$ cat src/rtl/fifo_wr_arbiter.sv
// -----------------------------------------------------------------------------
// fifo_wr_arbiter
//
// Round-robin write arbiter that shares the single write port of a FIFO
// between R requesters. Each requester uses a valid/ready handshake. The
// winning beat is registered onto the FIFO write port one cycle after it is
// accepted. Occupancy is tracked here, including the write that is still in
// flight, so a beat is never issued into a full FIFO.
//
// Optional feature (compile-time macro FIFO_ARB_BURST_EN):
//   defined   - a winner keeps the port for up to BURST consecutive beats
//               (IDLE/OWN FSM). Releasing ownership costs one bubble cycle.
//   undefined - every accept re-arbitrates: one beat per grant, no bubbles.
//               BURST is ignored.
//
// Parameters:
//   N      data width per beat (same as the FIFO N)
//   R      number of requesters (>= 2)
//   M      FIFO depth (same as the FIFO M)
//   BURST  maximum consecutive beats per grant in burst mode (>= 1)
//
// Ports:
//   clk         sole clock, rising edge
//   rst         synchronous active-high reset (FIFO gets rst_n = ~rst)
//   req         per-requester "beat pending"
//   data_in     flattened beats, requester i at [i*N +: N]
//   ready       one-hot combinational accept strobe
//   fifo_wr_en  registered FIFO write enable
//   fifo_data   registered FIFO write data
//   fifo_rd_en  tap of the consumer's FIFO rd_en
//   fifo_empty  FIFO status_empty
//   occupancy   reserved FIFO entries (stored + in-flight writes)
// -----------------------------------------------------------------------------
module fifo_wr_arbiter #(
  parameter int unsigned N     = 8,
  parameter int unsigned R     = 4,
  parameter int unsigned M     = 4,
  parameter int unsigned BURST = 4
) (
  input  logic               clk,
  input  logic               rst,
  input  logic [R-1:0]       req,
  input  logic [R*N-1:0]     data_in,
  output logic [R-1:0]       ready,
  output logic               fifo_wr_en,
  output logic [N-1:0]       fifo_data,
  input  logic               fifo_rd_en,
  input  logic               fifo_empty,
  output logic [$clog2(M):0] occupancy
);

  localparam int unsigned IW = (R > 1) ? $clog2(R) : 1;
  localparam int unsigned OW = $clog2(M) + 1;

  // An illegal parameter set elaborates to an arbiter that never grants,
  // rather than one that silently misbehaves.
  localparam bit CFG_OK = (R >= 2) && (BURST >= 1);

  // ---------------------------------------------------------------------------
  // State registers shared by both build variants
  // ---------------------------------------------------------------------------
  logic [IW-1:0] last_reg, last_next;
  logic [OW-1:0] occupancy_reg, occupancy_next;
  logic          wr_en_reg, wr_en_next;
  logic [N-1:0]  data_reg, data_next;

  // Arbitration results
  logic          accept;
  logic [IW-1:0] grant_idx;
  logic          space;
  logic          pop;

  // ---------------------------------------------------------------------------
  // Unflatten the beat bus
  // ---------------------------------------------------------------------------
  logic [N-1:0] beat [R];

  for (genvar gi = 0; gi < R; gi++) begin : g_beat
    assign beat[gi] = data_in[gi*N +: N];
  end

  // ---------------------------------------------------------------------------
  // Round-robin search. Slot gi of the rotated view holds requester
  // (last + 1 + gi) mod R, so the lowest set slot is the next winner.
  // The sum never exceeds 2R-1, so a single conditional subtract is the mod.
  // ---------------------------------------------------------------------------
  logic [IW-1:0] cand_idx [R];
  logic [R-1:0]  req_rot;

  for (genvar gi = 0; gi < R; gi++) begin : g_rot
    logic [IW:0] sum;
    assign sum          = {1'b0, last_reg} + (IW+1)'(gi + 1);
    assign cand_idx[gi] = (sum >= (IW+1)'(R)) ? IW'(sum - (IW+1)'(R)) : IW'(sum);
    assign req_rot[gi]  = req[cand_idx[gi]];
  end

  logic          rr_valid;
  logic [IW-1:0] rr_idx;

  // Walk from the far end so the nearest slot is the last one written.
  always_comb begin
    rr_valid = 1'b0;
    rr_idx   = '0;
    for (int k = R - 1; k >= 0; k--) begin
      if (req_rot[k]) begin
        rr_valid = 1'b1;
        rr_idx   = cand_idx[k];
      end
    end
  end

  // Space check uses the current occupancy only: an entry freed by a pop in
  // this cycle becomes grantable in the next one.
  assign space = (occupancy_reg < OW'(M));

  // The FIFO handles a push before a pop, so a read of an empty FIFO still
  // pops when the write in flight lands in the same cycle.
  assign pop = fifo_rd_en & (~fifo_empty | wr_en_reg);

`ifdef FIFO_ARB_BURST_EN
  // ---------------------------------------------------------------------------
  // Burst ownership FSM
  // ---------------------------------------------------------------------------
  localparam int unsigned CW = $clog2(BURST + 1);

  typedef enum logic {
    IDLE = 1'b0,
    OWN  = 1'b1
  } state_t;

  state_t        state_reg, state_next;
  logic [IW-1:0] owner_reg, owner_next;
  logic [CW-1:0] count_reg, count_next;

  always_comb begin
    state_next = state_reg;
    owner_next = owner_reg;
    count_next = count_reg;
    accept     = 1'b0;
    grant_idx  = rr_idx;

    case (state_reg)
      IDLE: begin
        if (space && rr_valid) begin
          accept     = 1'b1;
          state_next = OWN;
          owner_next = rr_idx;
          count_next = CW'(1);
        end
      end
      OWN: begin
        if (req[owner_reg] && (count_reg < CW'(BURST))) begin
          // Owner keeps the port; without space it simply stalls here.
          grant_idx = owner_reg;
          if (space) begin
            accept     = 1'b1;
            count_next = count_reg + CW'(1);
          end
        end else begin
          // Release costs one idle cycle; last already names the owner.
          state_next = IDLE;
          count_next = '0;
        end
      end
      default: begin
        state_next = IDLE;
        count_next = '0;
      end
    endcase

    if (!CFG_OK || rst) begin
      accept = 1'b0;
    end
  end

  always_ff @(posedge clk) begin
    if (rst) begin
      state_reg <= IDLE;
      owner_reg <= '0;
      count_reg <= '0;
    end else begin
      state_reg <= state_next;
      owner_reg <= owner_next;
      count_reg <= count_next;
    end
  end
`else
  // ---------------------------------------------------------------------------
  // Single-beat round-robin: every accept re-arbitrates.
  // ---------------------------------------------------------------------------
  always_comb begin
    accept    = CFG_OK && !rst && space && rr_valid;
    grant_idx = rr_idx;
  end
`endif

  // ---------------------------------------------------------------------------
  // Write port and occupancy
  // ---------------------------------------------------------------------------
  assign ready = accept ? (R'(1) << grant_idx) : '0;

  always_comb begin
    last_next      = last_reg;
    wr_en_next     = accept;
    data_next      = data_reg;
    occupancy_next = occupancy_reg + OW'(accept) - OW'(pop);
    if (accept) begin
      last_next = grant_idx;
      data_next = beat[grant_idx];
    end
  end

  // Reset also drops a beat accepted in the previous cycle; the FIFO resets
  // on the same edge, so both sides agree the entry never existed.
  always_ff @(posedge clk) begin
    if (rst) begin
      last_reg      <= IW'(R - 1);
      occupancy_reg <= '0;
      wr_en_reg     <= 1'b0;
      data_reg      <= '0;
    end else begin
      last_reg      <= last_next;
      occupancy_reg <= occupancy_next;
      wr_en_reg     <= wr_en_next;
      data_reg      <= data_next;
    end
  end

  assign fifo_wr_en = wr_en_reg;
  assign fifo_data  = data_reg;
  assign occupancy  = occupancy_reg;

endmodule

$ cat config.mk
export PLATFORM = sky130hd
export DESIGN_NAME = fifo_wr_arbiter
export DESIGN_NICKNAME = d
export VERILOG_FILES = /design/src/rtl/fifo_wr_arbiter.sv
export SDC_FILE = /design/constraint.sdc
export NUM_CORES = 1
export LEC_CHECK = 0
export ABC_AREA = 1
export CAP_MARGIN = 0
export CORE_MARGIN = 1.5
export CORE_UTILIZATION = 40
export DETAILED_ROUTE_END_ITERATION = 8
export PLACE_DENSITY = 0.78
export SLEW_MARGIN = 5
export SYNTH_ARGS = -nofsm -noshare
export SYNTH_HDL_FRONTEND = slang
export SYNTH_SLANG_ARGS = --single-unit
$ cat constraint.sdc
create_clock -name clk -period 3.1 [get_ports clk]
set_input_delay 0.62 -clock clk [delete_from_list [all_inputs] [get_ports clk]]
set_output_delay 0.62 -clock clk [all_outputs]
set_load 0.01 [all_outputs]
==> run_results.csv, run 1 <==
group,metric,value,unit
synthesis,yosys_warnings,0,
clock_network,cts-root-buf,"clkbuf_4",
setup_path,cp_max_fo,6,
sta,maxSlewViolCount,0,
clock_network,cts_tree,"yes",
synthesis,avgSynthCellArea,6.17,um2
min_path,holdCritPathClass,"reg2reg",
clock_network,clock-sinks,14,
setup_path,reg2reg_slack,290,ps
pwr,power_frac_seq,18.6,%
route,detail_route.wl_per_cell,11.1,um
clock_network,cts_buffers,3,
clock_network,clk_pin_slew,80,ps
sta,timing.final.hold_violations,0,
route,dr.pass1.iters,4,
synthesis,synth_area_leader_cell,"dfxtp_1",
sta,layout_min_cycle_time,2980,ps
sta,fin_crit_sh,96.1,%
synthesis,synth_top_family_by_area,"simple AND/OR/NAND/NOR gates",
synthesis,ys_top_cells_by_count,"nand2_1, nand3_1, inv_1",
global_route,grt_pass1_wl,5.19,mm
setup_path,start_kind,"primary input",
finish,final_core_util,66.4,%
finish,diodes,0,
global_route,grt_overflow,0,
die,io_pins,56,
route,ant_nets,0,
clock_network,cts_buffer_depth,2,
clock_network,cts_hold_buf,0,
finish,largest_reg_flops,8,
setup_path,reg2regPathDepth,13,
sta,rsz0062_at_grt,"false",
setup_path,cp_data_required_time,2480,ps
synthesis,synth_ff_type,"dfxtp_1",
pwr,p_switching,0.840,mW
placement,dpl_cell_area,1780,um2
sta,fmax,336,MHz
flow_run,max_cap_violations,0,
die,initial_core_util,41.8,%
synthesis,syn-instance-count,185,
global_route,antenna_found_initial,0,
synthesis,synth_nets,228,
synthesis,synthMuxAreaShare,0,%
finish,fin_area,1820,um2
status,status,"finished, final reports clean",
synthesis,synth-edff-count,0,
setup_path,r2r-end,"occupancy[2]$_SDFF_PP0_",
route,vias_per_cell,4.82,
clock_network,clk_latency,280,ps
global_route,grt_max_degree,16,
finish,drive_gt1_share,14.7,%
setup_path,arrival,2360,ps
sta,finalSetupViolations,0,
die,die_area,3190,um2
route,dr_total_vias,1365,
pwr,comb_power_share,73.9,%
die,die_x,56.4,um
global_route,grtUsageTotal,20.2,%
synthesis,netlist_area,1140,um2
finish,layout.nets,296,
die,coreArea,2730,um2
synthesis,synthSimpleGateAreaFrac,55.1,%
pwr,p_int,0.917,mW
synthesis,synth_top_area_share,24.5,%
pwr,p_sw_share,47.8,%
sta,slew_headroom,71.9,%
setup_path,path_cells,"clkdlybuf4s50_1 -> inv_1 -> nand2_1 -> nand2_2 -> nand2_1 -> nor3_1 -> nor2_1 -> nand2_4 -> inv_2 -> nand2_2 -> nor2_1 -> dlygate4sd2_1",
sta,worst_clock_skew,1.54,ps
synthesis,synthXorXnorAreaFrac,0.767,%
synthesis,ys_seq_elements,14,
setup_path,critPathMaxStageDelay,500,ps
synthesis,synth_compound_area_share,5.15,%
pwr,vdd_drop_max,686,uV
die,rows,19,
route,drt_iter0_markers,49,
pwr,p_clk_share,7.5,%
min_path,hp-start,"fifo_data[3]$_SDFFE_PP0P_",
global_route,grt_pass1_vias,1235,
synthesis,async_flop_share,0,%
pwr,p_per_area,968,nW/um2
route,drt_wl_total,3.15,mm
placement,portBuffers,55,
setup_path,crit_path_top_delay_cell,"clkdlybuf4s50_1",
min_path,hold_end,"fifo_data[3]$_SDFFE_PP0P_",
clock_network,cts_max_level,1,
synthesis,synth.area.top_cells,"dfxtp_1, nand2_1, nand3_1, inv_1, nand2_2",
die,die_h,56.4,um
min_path,min_path_cells,2,
synthesis,ys_seq_area_share,24.5,%
synthesis,yosysUniqueCellTypes,22,
sta,whs,460,ps
setup_path,crit_type,"in2out",
placement,dp_hpwl,2.50,mm
setup_path,endpoint_kind,"output port",
synthesis,synthAdderAreaFrac,3.94,%
placement,place.gp.congestion,0.824,
sta,worstMarginPinSlew,421,ps
pwr,p_leak,0.904,nW
synthesis,yosys.cell_count.top_type,"nand2_1",
setup_path,r2r_start,"last_reg[0]$_SDFFE_PP1P_",
route,drc,0,
finish,fillers,254,
sta,tns,0,ps
finish,area_growth,58.9,%
-- final cells by class --
cell class	count	area, um2	area share [%]
inverters	22	82.6	4.55
repair buffers	67	636	35.0
flip-flops and latches	14	280	15.4
well taps	31	38.8	2.14
clock buffers	4	36.3	2.00
multi-input cells	145	742	40.9
-- logic make-up after synthesis --
logic type      Yosys count
simple gates            131
fa+ha+maj                 3
compound gates           10
flops                    14
buf+inv                  26
xor+xnor                  1
-- timing repair --
action	4_1_cts	5_1_grt
buffers inserted	0	0
endpoints found under the setup margin	4	0
resized for setup	4	0
-- power by group through the flow --
stage / Sequential (mW) / Clock (mW) / Combinational, mW
3_3_place_gp: 0.330 / 0 / 1.30
3_5_place_dp: 0.330 / 0 / 1.32
2_1_floorplan: 0.343 / 0 / 0.823
6_report: 0.327 / 0.131 / 1.30
4_1_cts: 0.328 / 0.134 / 1.31
5_1_grt: 0.337 / 0.146 / 1.45
-- worst max path at each step --
stage / startpoint / end / slack (ps) / depth (start not counted)
5_1_grt: req[0] / ready[0] / 10 / 12
2_1_floorplan: req[1] / occupancy[2]$_SDFF_PP0_ / 560 / 13
3_3_place_gp: req[1] / ready[2] / -40 / 12
4_1_cts: req[1] / ready[0] / 130 / 12
6_report: req[1] / ready[0] / 120 / 12
3_5_place_dp: req[1] / ready[0] / -110 / 12
-- layout by cell type, fill, tap and decap left out, types with 2 or more instances in the layout --
master           Yosys  layout
dfxtp_1             14      14
buf_4                2      12
nand3_4              2       2
dlygate4sd2_1        0       4
nand2_2             10      10
clkbuf_4             0       3
inv_1               19      19
inv_2                3       3
nor2_1              10      10
ha_1                 2       2
nand2_1             61      61
clkdlybuf4s50_1      0      51
nand2_4              3       3
nor3_1               3       3
o21ai_0              3       3
a21oi_1              4       4
nand3_1             40      40
-- through the flow --
step	instances	worst slack [ps]	total power, mW
2_1_floorplan	185	559	1.17
3_3_place_gp	279	-42.8	1.63
3_5_place_dp	279	-109	1.65
4_1_cts	283	135	1.78
5_1_grt	283	14.5	1.93
6_report	283	122	1.76
-- worst max-delay path, delay by kind of cell --
kind / cells / cell delay [ps]
simple gates: 8 / 800
buf+inv: 4 / 940
-- routing by layer --
metal	track usage, %	wire, um	up-vias
met4	2.38	0	0
met3	6.68	239	0
met5	0	0	-
met1	24.9	1360	586
li1	-	-	726
met2	35.0	1540	53
Power figures use the tool's default switching activity.
==> run 2, diff against run 1 <==
Settings changed: CAP_MARGIN 0 to 25.
==> results of run 2 <==
No change in the layout: final DEF, timing and power equal those of run 1.
==> run 3, diff against run 2 <==
Settings changed: ABC_AREA 1 to 0, CORE_UTILIZATION 40 to 36.
==> run 3 against run 2 <==
Against the previous run:
- area after synthesis decreased by 22%
- power decreased by 44%
- combinational power decreased by 58%
- critical path type unchanged
- critical endpoint unchanged
- largest cell class is now non-clock buffers
- largest power group unchanged
- highest routed layer is now met4
==> run_results.csv, run 3 <==
group,metric,value,unit
status,status,"finished, final reports clean",
sta,layout_min_cycle_time,3020,ps
route,vias_per_cell,5.06,
clock_network,cts_max_level,1,
synthesis,async_flop_share,0,%
die,coreArea,2280,um2
finish,diodes,0,
synthesis,avgSynthCellArea,9.46,um2
clock_network,clock-sinks,14,
setup_path,r2r-end,"occupancy[2]$_SDFF_PP0_",
synthesis,synth_area_leader_cell,"dfxtp_1",
clock_network,cts-root-buf,"clkbuf_4",
placement,dp_hpwl,2.28,mm
sta,worst_clock_skew,3.16,ps
placement,place_ws,-24.7,ps
setup_path,start_kind,"primary input",
global_route,grt_overflow,0,
min_path,min_path_cells,2,
placement,dp.cells,183,
min_path,hold_end,"fifo_data[4]$_SDFFE_PP0P_",
global_route,grt_pass1_wl,4.35,mm
setup_path,cp_max_fo,6,
synthesis,synth_top_area_share,31.5,%
sta,whs,478,ps
route,ant_nets,0,
die,io_pins,56,
clock_network,cts_hold_buf,0,
clock_network,clk_pin_slew,100,ps
pwr,finalPower,0.981,mW
finish,layout_commonest_cell,"clkdlybuf4s50_1",
setup_path,crit_type,"in2out",
synthesis,netlist_area,890,um2
sta,worstMarginPinSlew,499,ps
finish,final_cell_mix,"clkdlybuf4s50_1, mux2i_1, dfxtp_1, nor2_1",
finish,multi_input_area,568,um2
placement,portBuffers,55,
setup_path,r2r_start,"occupancy[2]$_SDFF_PP0_",
die,die_h,52.7,um
clock_network,cts_buffers,3,
synthesis,yosys.cell_count.top_type,"mux2i_1",
setup_path,cp_data_required_time,2480,ps
min_path,hp-start,"fifo_data[4]$_SDFFE_PP0P_",
synthesis,ys_top_cells_by_count,"mux2i_1, dfxtp_1, nor2_1",
synthesis,syn-instance-count,94,
synthesis,ys_seq_area_share,31.5,%
setup_path,reg2regPathDepth,10,
sta,finalSetupViolations,0,
finish,fillers,195,
flow_run,max_cap_violations,0,
sta,maxSlewViolCount,0,
die,die_x,52.7,um
global_route,antenna_found_initial,0,
global_route,grt_pass1_vias,974,
sta,fin_crit_sh,97.6,%
pwr,p_leak,0.686,nW
sta,slew_headroom,66.6,%
clock_network,clk_latency,300,ps
finish,largest_reg_flops,8,
synthesis,synth_ff_type,"dfxtp_1",
die,initial_core_util,39.1,%
synthesis,synth_nets,137,
route,drt_iter0_markers,10,
pwr,p_per_area,626,nW/um2
clock_network,cts_buffer_depth,2,
sta,fmax,331,MHz
synthesis,synth.area.top_cells,"dfxtp_1, mux2i_1, o221ai_1, nor2_1, inv_1",
sta,timing.final.hold_violations,0,
synthesis,yosys_warnings,0,
global_route,grt_max_degree,11,
synthesis,synth-edff-count,0,
die,rows,17,
route,detail_route.wl_per_cell,14.9,um
clock_network,cts_tree,"yes",
finish,layout.nets,203,
placement,place.gp.congestion,0.795,
route,drt_wl_total,2.78,mm
setup_path,arrival,2400,ps
min_path,holdCritPathClass,"reg2reg",
finish,final_core_util,68.9,%
sta,rsz0062_at_grt,"true",
synthesis,ys_seq_elements,14,
setup_path,endpoint_kind,"output port",
global_route,grtUsageTotal,21.8,%
route,dr_total_vias,947,
synthesis,yosysUniqueCellTypes,29,
route,drc,0,
pwr,vdd_drop_max,415,uV
setup_path,reg2reg_slack,960,ps
finish,area_growth,76.2,%
finish,regArea,280,um2
die,die_area,2780,um2
sta,fin_ws,75.7,ps
finish,fin_cells,187,
route,dr.pass1.iters,4,
finish,drive_gt1_share,13.8,%
## run 3: final cells by class
| class | count | area share, % |
|---|---|---|
| multi-input cells | 70 | 36.2 |
| well taps | 28 | 2.23 |
| clock buffers | 4 | 2.31 |
| inverters | 8 | 1.92 |
| flip-flops and latches | 14 | 17.9 |
| repair buffers | 63 | 39.4 |
## run 3: per-stage QoR
step | TNS, ps | area [um2]
5_1_grt | -20.0 | 1570
3_5_place_dp | -46.9 | 1510
4_1_cts | -96.8 | 1550
6_report | 0 | 1570
2_1_floorplan | 0 | 890
3_3_place_gp | 0 | 1510
## run 3: power breakdown
part	switching [mW]	internal [mW]
sequential	0.0502	0.246
combinational	0.235	0.308
clock	0.0697	0.0717
total	0.355	0.626
## run 3: cells by family after synthesis
| family | after synthesis | share of synthesized area [%] |
|---|---|---|
| flops | 14 | 31.5 |
| simple gates | 28 | 16.7 |
| compound gates | 21 | 20.5 |
| mux | 16 | 18.0 |
| fa+ha+maj | 3 | 5.06 |
| buf+inv | 10 | 6.19 |
| xor+xnor | 2 | 1.97 |
## run 3: timing repair
item | 4_1_cts | 5_1_grt
endpoints found under the setup margin | 4 | 4
cloned | 0 | 0
pin swaps | 0 | 2
setup buffers | 0 | 0
gates resized for setup | 0 | 7
hold endpoints to repair | 0 | 0
## run 3: per-layer routing
| layer | share of wire, % | wire length (um) | up-vias | track usage [%] |
|---|---|---|---|---|
| li1 | - | - | 469 | - |
| met1 | 41 | 1140 | 442 | 25.0 |
| met2 | 52 | 1450 | 30 | 37.9 |
| met3 | 3.9 | 109 | 6 | 2.86 |
| met4 | 2.7 | 74 | 0 | 12.8 |
| met5 | 0 | 0 | - | 0 |
## run 3: how the worst max path moves through the flow
| stage | start | endpoint | slack, ps | cells past startpoint |
|---|---|---|---|---|
| after detailed placement | req[1] | ready[3] | -20 | 7 |
| after global placement | req[1] | ready[3] | 80 | 7 |
| after CTS | req[1] | ready[3] | -40 | 7 |
| final | req[0] | ready[0] | 80 | 7 |
| after global routing | req[0] | ready[2] | -10 | 7 |
| after floorplan | rst | occupancy[2]$_SDFF_PP0_ | 860 | 9 |
## run 3: critical path: stages
cell,delay [ps]
clkdlybuf4s50_1,560
nand2b_2,200
o22ai_2,140
nor2_8,160
inv_1,80
nor2_1,100
clkdlybuf4s50_1,550
